[config.mk]
export PLATFORM = sky130hd
export DESIGN_NAME = hyperpacket_tx
export DESIGN_NICKNAME = d
export VERILOG_FILES = /design/src/rtl/hyperpacket_tx.sv
export SDC_FILE = /design/constraint.sdc
export NUM_CORES = 1
export LEC_CHECK = 0
export ABC_AREA = 1
export CORE_ASPECT_RATIO = 1.5
export CORE_UTILIZATION = 49
export CTS_CLUSTER_DIAMETER = 30
export DETAILED_ROUTE_END_ITERATION = 8
export PLACE_DENSITY = 0.85
export SYNTH_ARGS = -nofsm -noshare
export SYNTH_HDL_FRONTEND = slang
export SYNTH_SLANG_ARGS = --single-unit
export TNS_END_PERCENT = 100
[constraint.sdc]
create_clock -name clk -period 4.24 [get_ports clk]
set_input_delay 1.272 -clock clk [delete_from_list [all_inputs] [get_ports clk]]
set_output_delay 1.272 -clock clk [all_outputs]
set_load 0.02 [all_outputs]
[src/rtl/hyperpacket_tx.sv]
// Host-side initiator: serialises one 2x2 matrix job into two 8-byte hyperpackets, then collects echo and 5-byte result.
// Latency: first send_request one clk after accept (busy low); res_valid one clk after the 5th result strobe or on timeout.
// Backpressure: waits on uart busy between bytes; job_ready is high only while idle.
module hyperpacket_tx #(
    parameter int unsigned RESP_TIMEOUT = 12000000
) (
    input  logic        clk,
    input  logic        rst,
    input  logic        job_valid,
    output logic        job_ready,
    input  logic [7:0]  job_id,
    input  logic [31:0] a_mat,
    input  logic [31:0] b_mat,
    output logic [7:0]  tx_byte,
    output logic        send_request,
    input  logic        busy,
    input  logic [7:0]  rx_byte,
    input  logic        byte_available,
    output logic        res_valid,
    output logic [7:0]  res_job_id,
    output logic [31:0] c_mat,
    output logic [1:0]  res_err
);

    typedef enum logic [2:0] {
        S_IDLE,
        S_SEND,
        S_HOLD,
        S_WAITTX,
        S_RESP
    } state_t;

    localparam logic [23:0] TIMEOUT_LAST = 24'(RESP_TIMEOUT - 1);

    state_t      state, state_nxt;
    logic [7:0]  job_q;
    logic [31:0] a_q, b_q;
    logic [3:0]  idx;
    logic        echo_seen;
    logic [1:0]  err;
    logic [2:0]  rcnt;
    logic [23:0] tcnt;
    logic [7:0]  cap_id;
    logic [31:0] cap_c;

    logic accept, last_tx, rx_echo, rx_result, result_done, timed_out;

    assign accept      = job_valid && job_ready;
    assign last_tx     = (state == S_WAITTX) && !busy && (idx == 4'd15);
    assign rx_echo     = byte_available && !echo_seen && (state != S_IDLE);
    assign rx_result   = byte_available && echo_seen && (state == S_RESP);
    assign result_done = rx_result && (rcnt == 3'd4);
    assign timed_out   = (state == S_RESP) && (tcnt == TIMEOUT_LAST) && !result_done;

    // Byte i of the 16-byte stream; the 0xFF opcode is not part of the checksum.
    function automatic logic [7:0] byte_at(input logic [3:0] i);
        logic [31:0] m;
        logic [7:0]  chk;
        m   = i[3] ? b_q : a_q;
        chk = {7'd0, i[3]} + job_q + m[31:24] + m[23:16] + m[15:8] + m[7:0];
        case (i[2:0])
            3'd0:    byte_at = 8'hFF;
            3'd1:    byte_at = {7'd0, i[3]};
            3'd2:    byte_at = job_q;
            3'd3:    byte_at = m[31:24];
            3'd4:    byte_at = m[23:16];
            3'd5:    byte_at = m[15:8];
            3'd6:    byte_at = m[7:0];
            default: byte_at = chk;
        endcase
    endfunction

    always_ff @(posedge clk) begin
        if (rst) state <= S_IDLE;
        else     state <= state_nxt;
    end

    always_comb begin
        state_nxt    = state;
        job_ready    = 1'b0;
        send_request = 1'b0;
        case (state)
            S_IDLE: begin
                job_ready = !rst;
                if (job_valid && !rst) state_nxt = S_SEND;
            end
            S_SEND: begin
                if (!busy) begin
                    send_request = !rst;
                    state_nxt    = S_HOLD;
                end
            end
            S_HOLD: state_nxt = S_WAITTX;
            S_WAITTX: begin
                if (!busy) state_nxt = (idx == 4'd15) ? S_RESP : S_SEND;
            end
            S_RESP: begin
                if (result_done || timed_out) state_nxt = S_IDLE;
            end
            default: state_nxt = S_IDLE;
        endcase
    end

    always_ff @(posedge clk) begin
        if (rst) begin
            job_q      <= '0;
            a_q        <= '0;
            b_q        <= '0;
            idx        <= '0;
            echo_seen  <= 1'b0;
            err        <= '0;
            rcnt       <= '0;
            tcnt       <= '0;
            cap_id     <= '0;
            cap_c      <= '0;
            tx_byte    <= '0;
            res_valid  <= 1'b0;
            res_job_id <= '0;
            c_mat      <= '0;
            res_err    <= '0;
        end else begin
            res_valid <= 1'b0;

            if (accept) begin
                job_q     <= job_id;
                a_q       <= a_mat;
                b_q       <= b_mat;
                idx       <= '0;
                echo_seen <= 1'b0;
                err       <= '0;
                rcnt      <= '0;
                cap_id    <= '0;
                cap_c     <= '0;
                tx_byte   <= 8'hFF;
            end

            // tx_byte only moves once the previous byte has left the uart.
            if ((state == S_WAITTX) && !busy && (idx != 4'd15)) begin
                idx     <= idx + 4'd1;
                tx_byte <= byte_at(idx + 4'd1);
            end

            if (last_tx)               tcnt <= '0;
            else if (state == S_RESP)  tcnt <= tcnt + 24'd1;

            if (rx_echo) begin
                echo_seen <= 1'b1;
                if (rx_byte != job_q) err <= 2'd1;
            end

            if (rx_result) begin
                rcnt <= rcnt + 3'd1;
                case (rcnt)
                    3'd0: begin
                        cap_id <= rx_byte;
                        if ((rx_byte != job_q) && (err == 2'd0)) err <= 2'd2;
                    end
                    3'd1:    cap_c[31:24] <= rx_byte;
                    3'd2:    cap_c[23:16] <= rx_byte;
                    3'd3:    cap_c[15:8]  <= rx_byte;
                    default: ;
                endcase
            end

            // Missing result bytes on timeout stay at the zeros loaded on accept.
            if (result_done) begin
                res_valid  <= 1'b1;
                res_job_id <= cap_id;
                c_mat      <= {cap_c[31:8], rx_byte};
                res_err    <= err;
            end else if (timed_out) begin
                res_valid  <= 1'b1;
                res_job_id <= cap_id;
                c_mat      <= cap_c;
                res_err    <= 2'd3;
            end
        end
    end

endmodule

# Word level (Yosys, flattened, before mapping)
# Cells that the tools add are included.
# word_totals
out_inout_bits	53
word_cells	116
rom_bits	0
ramBits	0
n_memories	0
latchBits	0
regBits	192
# classes
mul	0
n_addsub	8
eq_ne	22
n_mux	41
div	0
n_bitwise	0
shifts	0
reduce_logical	29
n_lt_le_gt_ge	0
# ops
cell	n
$mux W32	4
$mux W8	10
$pmux W8 S7	1
$add A8 B8 Y8	4
$add A24 B1 Y24 const B	1
$eq A24 B24 Y1 const B	1
$mux W24	1
$mux W3	7
$eq A3 B2 Y1 const B	6
$mux W2	8
$eq A3 B3 Y1 const B	5
$pmux W3 S5	1
$logic_and A1 B1 Y1	13
$eq A3 B1 Y1 const B	3
$logic_not A3 Y1	3
$add A1 B8 Y8	1
$mux W4	2
$ne A8 B8 Y1	1
$reduce_bool A2 Y1	4
$mux W1	7
$ne A2 B2 Y1 const B	3
$add A4 B1 Y4 const B	1
$eq A4 B4 Y1 const B	1
$logic_not A1 Y1	4
8 further kinds	8

# Logic depth before layout (Yosys ltp)
# Gate-level depths: netlist (run 1).
# depth
depth_word	9
depth_mapped	26
mapped_depth_nobuf	24

# Least setup slack after synthesis (run 1)
# Ideal clock, no wire load.
# synth_timing
path_type	reg2reg
startpoint	reg idx[1]
endpoint	reg tx_byte[7]
period_less_slack_ps	4370
setup_slack_ps	-130
t_required_ps	4121
path_buffers	3
t_arrival_ps	4251
path_stages_with_launch	24
path_cell_list	dfxtp_1 -> ha_1 -> nand2_2 -> nand2_4 -> nand2_2 -> buf_6 -> buf_6 -> buf_6 -> o21a_1 -> fa_1 -> fa_1 -> inv_1 -> fa_1 -> inv_1 -> ha_1 -> fa_1 -> a21oi_1 -> o21ai_0 -> nand2_1 -> nand2_1 -> a21oi_1 -> nand3_1 -> nand3_1 -> a21oi_1
# synth_via
elab_chain_len	8
word_cells_on_any_way	19
# synth_lines
element	line	text
start: declaration	38	logic [3:0] idx;
start signal: assignment	139	idx <= idx + 4'd1;
$add A4 B1 Y4	140	tx_byte <= byte_at(idx + 4'd1);
$add A1 B8 Y8 or $mux W32 (tied branches)	60, 59	
$add A8 B8 Y8 (4 in a row)	60	chk = {7'd0, i[3]} + job_q + m[31:24] + m[23:16] + m[15:8] + m[7:0];
$pmux W8 S7	61	case (i[2:0])
$mux W8	138	if ((state == S_WAITTX) && !busy && (idx != 4'd15)) begin
end signal: assignment	140	
end: declaration	14	output logic [7:0] tx_byte,
# Parallel ways exist; a longest one is shown, timed or not.
# A chain may end at the register's enable or synchronous reset.

# Worst setup path in the final report (run 1)
# layout_timing
startpoint	reg idx[2]
endpoint	reg tx_byte[7]
# Same word-level chain as after synthesis.

==> results of run 1 <==
## worst max path at each step
stage | to | slack [ns] | depth (start not counted)
final | tx_byte[7] | 0.05 | 22
after global routing | tx_byte[7] | -0.14 | 22
after CTS | tx_byte[7] | 0.02 | 22
after detailed placement | tx_byte[7] | -0.02 | 22
after global placement | tx_byte[7] | 0.07 | 22
after floorplan | tx_byte[5] | 0.04 | 20
## per-layer routing
| metal | up-vias | routed length [um] |
|---|---|---|
| li1 | 4009 | - |
| met1 | 3705 | 9140 |
| met2 | 341 | 12200 |
| met3 | 86 | 1430 |
| met4 | 0 | 1290 |
| met5 | - | 0 |
## cells in the mapped netlist
library cell / n
xnor2_1: 11
nand3_1: 47
clkinv_1: 1
buf_4: 1
nand3_2: 3
nand4_1: 17
o2111ai_1: 2
nand2_2: 5
a21o_1: 1
o211ai_1: 2
a31oi_1: 5
nand2_1: 216
inv_1: 122
nand3b_1: 2
nor3b_1: 3
nor2_2: 4
nor3_2: 1
xor2_1: 8
o21ai_1: 17
o21ai_2: 4
nor3_4: 1
nor2_1: 135
buf_6: 6
buf_2: 13
nor4_1: 1
ha_1: 20
o21a_1: 9
nor3_1: 9
or2_2: 4
nand2_4: 1
clkbuf_1: 29
a21oi_1: 75
or2_1: 2
o221ai_1: 2
a32o_1: 1
fa_1: 21
inv_2: 5
a22oi_1: 2
a22o_1: 22
dfxtp_1: 192
o21ai_0: 132
## where the power goes
group / internal (W) / switching [W] / total, W
registers: 0.00187 / 0.0000508 / 0.00192
clock network: 0.000798 / 0.000722 / 0.00152
logic: 0.000274 / 0.000357 / 0.000631
total: 0.00295 / 0.00113 / 0.00408
## repair_timing
action / CTS / global route
setup buffers: 0 / 5
hold endpoints to repair: 0 / 0
gates resized for setup: 1 / 19
endpoints found under the setup margin: 1 / 3
pin swaps: 0 / 16
## through the flow
stage	hold WS, ns	TNS (ns)	area [um^2]
floorplan	0.430	0	8870
global placement	0.447	0	10400
detailed placement	0.452	-0.0240	10400
CTS	0.464	0	11000
global route	0.482	-0.144	11100
finish	0.464	0	11100
## final cells by class
type,instances,area [um^2],area share [%]
multi-input cells,785,4350,39.4
clock buffers,21,460,4.16
clock inverters,11,93.8,0.848
well taps,213,267,2.41
repair buffers,159,1550,14.0
flip-flops and latches,192,3850,34.8
inverters,128,483,4.37
## critical path: cells and delay by family, from the launching register on
kind	cells	cell delay [ns]
AO/OA/AOI/OAI	2	0.29
XOR/XNOR	1	0.38
adder cells (fa/ha/maj)	4	1.64
buffers and inverters	3	0.44
flip-flops	1	0.36
AND/OR/NAND/NOR	12	1.00
## flip-flops by register name, indices dropped and copies added, names as in the netlist, 2 cells and up
name        flops
a_q            32
b_q            32
c_mat          32
cap_c          24
cap_id          8
err             2
idx             4
job_q           8
rcnt            3
res_err         2
res_job_id      8
state           3
tcnt           24
tx_byte         8
## cell families after synthesis
logic type / count (synthesis) / share of synthesized area (%)
adders and majority gates: 41 / 7.58
AOI/OAI and AO/OA: 274 / 17.3
buffers and inverters: 177 / 8.24
and+or+nand+nor: 451 / 21.6
DFF: 192 / 43.4
xor gates and xnor gates: 19 / 1.88
==> impl_results.md, run 1 <==
* PortBufs at 137
* Worst setup path start: idx[2]
* CTS clk-pin slew, worst paths at approximately 0.07 ns
* Post-DRT Antenna Nets at 0
* Die width at 112 um
* R2r endpoint: tx_byte[7]
* WP data required at 4.61 ns
* DR DRC count at 10
* Placed Cells at 1472
* Synth Warn # at 0
* Iteration-0 DRC Markers at 681
* Net Count, Synth at 1280
* Synthesis-to-finish area growth at 25.0%
* R2R depth at 22
* Drt via density at 5.39
* CTS Buffer Depth at 2
* Status: finished with violations
* Synth top area share at 43.4%
* Die ar. at 18600 um^2
* FILL cells at 1483
* Critical path class: reg2reg
* Actual slew at the worst max-slew pin at 0.786 ns
* Final number of hold-violating endpoints at 0
* DRT Wirelength at around 24 mm
* RePlAce Congestion at 0.920
* CTS tree: done
* Crit path max fanout at 27
* DR vias at 8141
* Most frequent cells in the layout: nand2_1, dfxtp_1, clkdlybuf4s50_1
* Final setup fails at 0
* Grt peak-use layer: met2
* GR Util met2 at 47.3%
* Initial Utilization at 50.6%
* P_leak at 4.66 nW
* CP Data Arrival Time at 4.56 ns
* Crit start category: register
* Total grt overflow at 0
* RSZ-0062 raised after global routing: true
* Max-slew violations at 0
* Std cell rows at 59
* Min Tclk post-route at 4.19 ns
* Crit-path most repeated cell: nand2_1
* Vias in the first global route at around 7900
* Critical-path cell with the highest stage delay: fa_1
* Flop and latch count out of synthesis at ~190
* Seq/Total Area, Yosys at 43.4%
* Nets at 1409
* Pin count of the biggest net entering global routing at 78
* Initial antenna violation count at 0
* Cts bufs inserted at 17
* Cells after synthesis at 1154
* Hold endpoint: c_mat[0]
* Commonest non-fill, non-tap cell in the layout: nand2_1
* Core area at 17500 um^2
* Place WS at -0.0240 ns
* Final Cycle Share at 98.8%
* Clock sink count at around 190
* Reg-to-reg setup timing slack at 0.05 ns
* CP endpoint kind: register
* Start of the worst register-to-register path: idx[2]
* DP HPWL at 17.5 mm
* Crit-path max cell delay at 0.53 ns
* Top cells by area, synth: dfxtp_1, nand2_1, o21ai_0
* Grt met1 use at 28.8%
* Power Dens Cells at about 370 nW/um^2
* Min-delay src: c_mat[0]
* Total power at 0.00408 W
* Largest area contributor in the netlist: dfxtp_1
* TritonRoute pass-1 iters at 8
* DR WL/cell at 15.9 um
* Unique masters post-synth at 41
* Worst skew pair latency at about 0.43 ns
* GR Util met3 at 4.00%
* Setup ws final at 0.0493 ns
* Fmax at 239 MHz
* Non-Filler Instances at 1509
* Post-CTS Hold Fix Bufs at 0
* H-Tree Depth at 4
* VDD IR-drop max at 288 uV
* GR Util All Layers at 26.3%
* Worst Hold Depth at 2
* Die Ht at 167 um
* Worst slew margin at 47.4%
* IO Count at 138
* Root Driver: clkbuf_16
* First-pass GRT wire length at 38.6 mm
* Failing checks: DRC
* Netlist Area Pre-Place at 8850 um^2
* Skew final at 0.0111 ns
* MaxCap Viol Count at 0
* Ant. Diodes at 0
* Critical-path cell list: ha_4 -> nand2_4 -> nand2_4 -> nand2_4 -> buf_6 -> buf_4 -> nand2_1 -> o21a_1 -> fa_1 -> fa_1 -> fa_1 -> xnor2_1 -> nand3_1 -> nand2_1 -> nand2_1 -> nand2_1 -> inv_1 -> nand2_1 -> nand2_1 -> nand2_1 -> nand3_2 -> a21oi_2
* Syn_area_per_cell at 7.67 um^2
* Path category of the worst min-delay check: reg2reg
* Fraction of layout cells with a size suffix above 1 at under 10%
* Finished Core Util at 63.2%
Power figures use the tool's default switching activity.
==> inputs of run 2 (changes only) <==
--- a/config.mk
+++ b/config.mk
@@ -7,10 +7,11 @@
 export LEC_CHECK = 0
 export ABC_AREA = 1
 export CORE_ASPECT_RATIO = 1.5
-export CORE_UTILIZATION = 49
+export CORE_UTILIZATION = 50
+export CTS_BUF_LIST = sky130_fd_sc_hd__clkbuf_4
 export CTS_CLUSTER_DIAMETER = 30
 export DETAILED_ROUTE_END_ITERATION = 8
-export PLACE_DENSITY = 0.85
+export PLACE_DENSITY = 0.86
 export SYNTH_ARGS = -nofsm -noshare
 export SYNTH_HDL_FRONTEND = slang
 export SYNTH_SLANG_ARGS = --single-unit
==> impl_results.md, run 2 (synthesis gave the netlist of run 1 again) <==
* Cts bufs inserted at 17 (unchanged)
* TritonRoute pass-1 iters at 5 (-3)
* Finished Core Util at 62.4% (-0.85 points)
* Worst Hold Depth at 2 (unchanged)
* Initial Utilization at 51.0% (+0.43 points)
* Root Driver: clkbuf_4
* Commonest non-fill, non-tap cell in the layout: nand2_1
* Synthesis-to-finish area growth at 22.3%
* DR vias at 8172 (+0.38%)
* Hold_ws at 0.473 ns (+0.00899 ns)
* DP HPWL at 17.8 mm (+1.8%)
* Die width at 111 um (-0.99%)
* DRT Wirelength at 23.8 mm (-1.1%)
* Non-Filler Instances at 1509 (unchanged)
* Post-DRT Antenna Nets at 0 (unchanged)
* Worst slew margin at 53.2% (+5.8 points)
* DR WL/cell at 15.8 um (-1.1%)
* H-Tree Depth at 4 (unchanged)
* Iteration-0 DRC Markers at 544 (-20%)
* Crit-path max cell delay at 0.53 ns (about the same)
* CTS clk-pin slew, worst paths at 0.16 ns (+0.09 ns)
* Skew final at 0.0213 ns (+0.0102 ns)
* Total grt overflow at 0 (unchanged)
* Max-slew violations at 0 (unchanged)
* Pin count of the biggest net entering global routing at 95 (+22%)
* IO Count at 138 (unchanged)
* Place WS at -0.0763 ns (-0.0522 ns)
* CP Data Arrival Time at 4.72 ns (+0.16 ns)
* Core area at 17300 um^2 (-0.84%)
* DP Area at 10400 um^2 (+0.19%)
* PortBufs at 137 (unchanged)
* Reg-to-reg setup timing slack at 0.04 ns (about the same)
* Final instance area at 10800 um^2 (-2.2%)
* Final setup fails at 0 (unchanged)
* Final Cycle Share at 99.2% (+0.31 points)
* Final number of hold-violating endpoints at 0 (unchanged)
* Critical path class: reg2reg
* Die Ht at 165 um (-0.99%)
* Setup ws final at 0.0360 ns (-0.0133 ns)
* Std cell rows at 59 (unchanged)
* CP endpoint kind: register
* GR Util All Layers at 26.2% (-0.061 points)
* Fmax at 238 MHz (-0.32%)
* Placed Cells at 1473 (+0.068%)
* VDD IR-drop max at 195 uV (-32%)
* Min Tclk post-route at 4.20 ns (+0.0133 ns)
* Crit path max fanout at 5 (-81%)
* Worst skew pair latency at 0.57 ns (+0.14 ns)
* Fraction of layout cells with a size suffix above 1 at 7.80% (+0.16 points)
* Die ar. at 18200 um^2 (-2.0%)
* Initial antenna violation count at 1 (+1)
* Crit start category: register
* RePlAce Congestion at 0.962 (+4.6%)
* Largest registers: a_q: 32 flops, b_q: 32 flops, c_mat: 32 flops
* RSZ-0062 raised after global routing: true
* Most frequent cells in the layout: nand2_1, dfxtp_1, clkdlybuf4s50_1
* Actual slew at the worst max-slew pin at 0.700 ns (-0.0868 ns)
* MaxCap Viol Count at 0 (unchanged)
* Critical-path cell with the highest stage delay: fa_1
* R2R depth at 22 (unchanged)
* DR DRC count at 0 (-10)
* Status: complete, no violations
* Post-CTS Hold Fix Bufs at 0 (unchanged)
* Vias in the first global route at 7879 (-0.45%)
* Power Dens Cells at 329 nW/um^2 (-11%)
* First-pass GRT wire length at 37.7 mm (-2.3%)
* P_leak at 4.55 nW (-2.3%)
* CTS Buffer Depth at 2 (unchanged)
* WP data required at 4.75 ns (+0.14 ns)
* Path category of the worst min-delay check: reg2reg
* Nets at 1408 (-0.071%)
* CTS tree: done
* Drt via density at 5.42 (+0.38%)
* Clock sink count at 192 (unchanged)
* Critical-path cell list: ha_4 -> nand2_4 -> nand2_4 -> nand2_4 -> buf_12 -> o21a_4 -> fa_1 -> fa_1 -> inv_2 -> fa_1 -> inv_1 -> ha_2 -> fa_2 -> a21oi_2 -> o21ai_2 -> nand2_1 -> nand2_1 -> a21oi_2 -> inv_1 -> nand2_1 -> nand3_2 -> a21oi_2
## run 2: metrics by stage
step	power (W)	setup TNS, ns
global route	0.00374	-0.464
finish	0.00356	0
floorplan	0.00233	0
global placement	0.00256	0
detailed placement	0.00258	-0.103
CTS	0.00354	0
## run 2: timing repair
item                                    CTS  global route
endpoints found under the setup margin    2             4
pin swaps                                 0            19
hold endpoints to repair                  0             0
resized for setup                         3            24
setup buffers                             0             3
## run 2: routing by layer
metal	up-vias	track usage (%)	share of wire [%]	wire, um
li1	4020	-	-	-
met1	3768	28.2	39	9190
met2	305	47.2	51	12000
met3	79	4.66	4.8	1150
met4	0	17.2	5.9	1400
met5	-	0	0	0
## run 2: final timing paths
check                                   to      from
worst min-delay path              c_mat[5]  c_mat[5]
worst max register to register  tx_byte[7]    idx[2]
worst max-delay path            tx_byte[7]    idx[2]
worst min register to register    c_mat[5]  c_mat[5]
## run 2: critical path, delay by kind of cell, from the launching register on
kind	cells	cell delay, ns
fa+ha+maj	6	2.23
compound gates	5	0.73
simple gates	7	0.52
flops	1	0.40
buf+inv	4	0.28
## run 2: cell type report
type                       instances  area (um^2)
antenna                            1         2.50
clock buffer                      17          128
timing repair buffer             158         1570
fill                            1501         6530
inverter                         128          483
tap                              213          267
clock inverter                    15          153
multi-input combinational        785         4370
sequential                       192         3850
## run 2: power breakdown
group	internal (W)	total, W	switching (W)
Combinational	0.000286	0.000657	0.000371
Clock	0.000311	0.000977	0.000666
Sequential	0.00188	0.00193	0.0000536
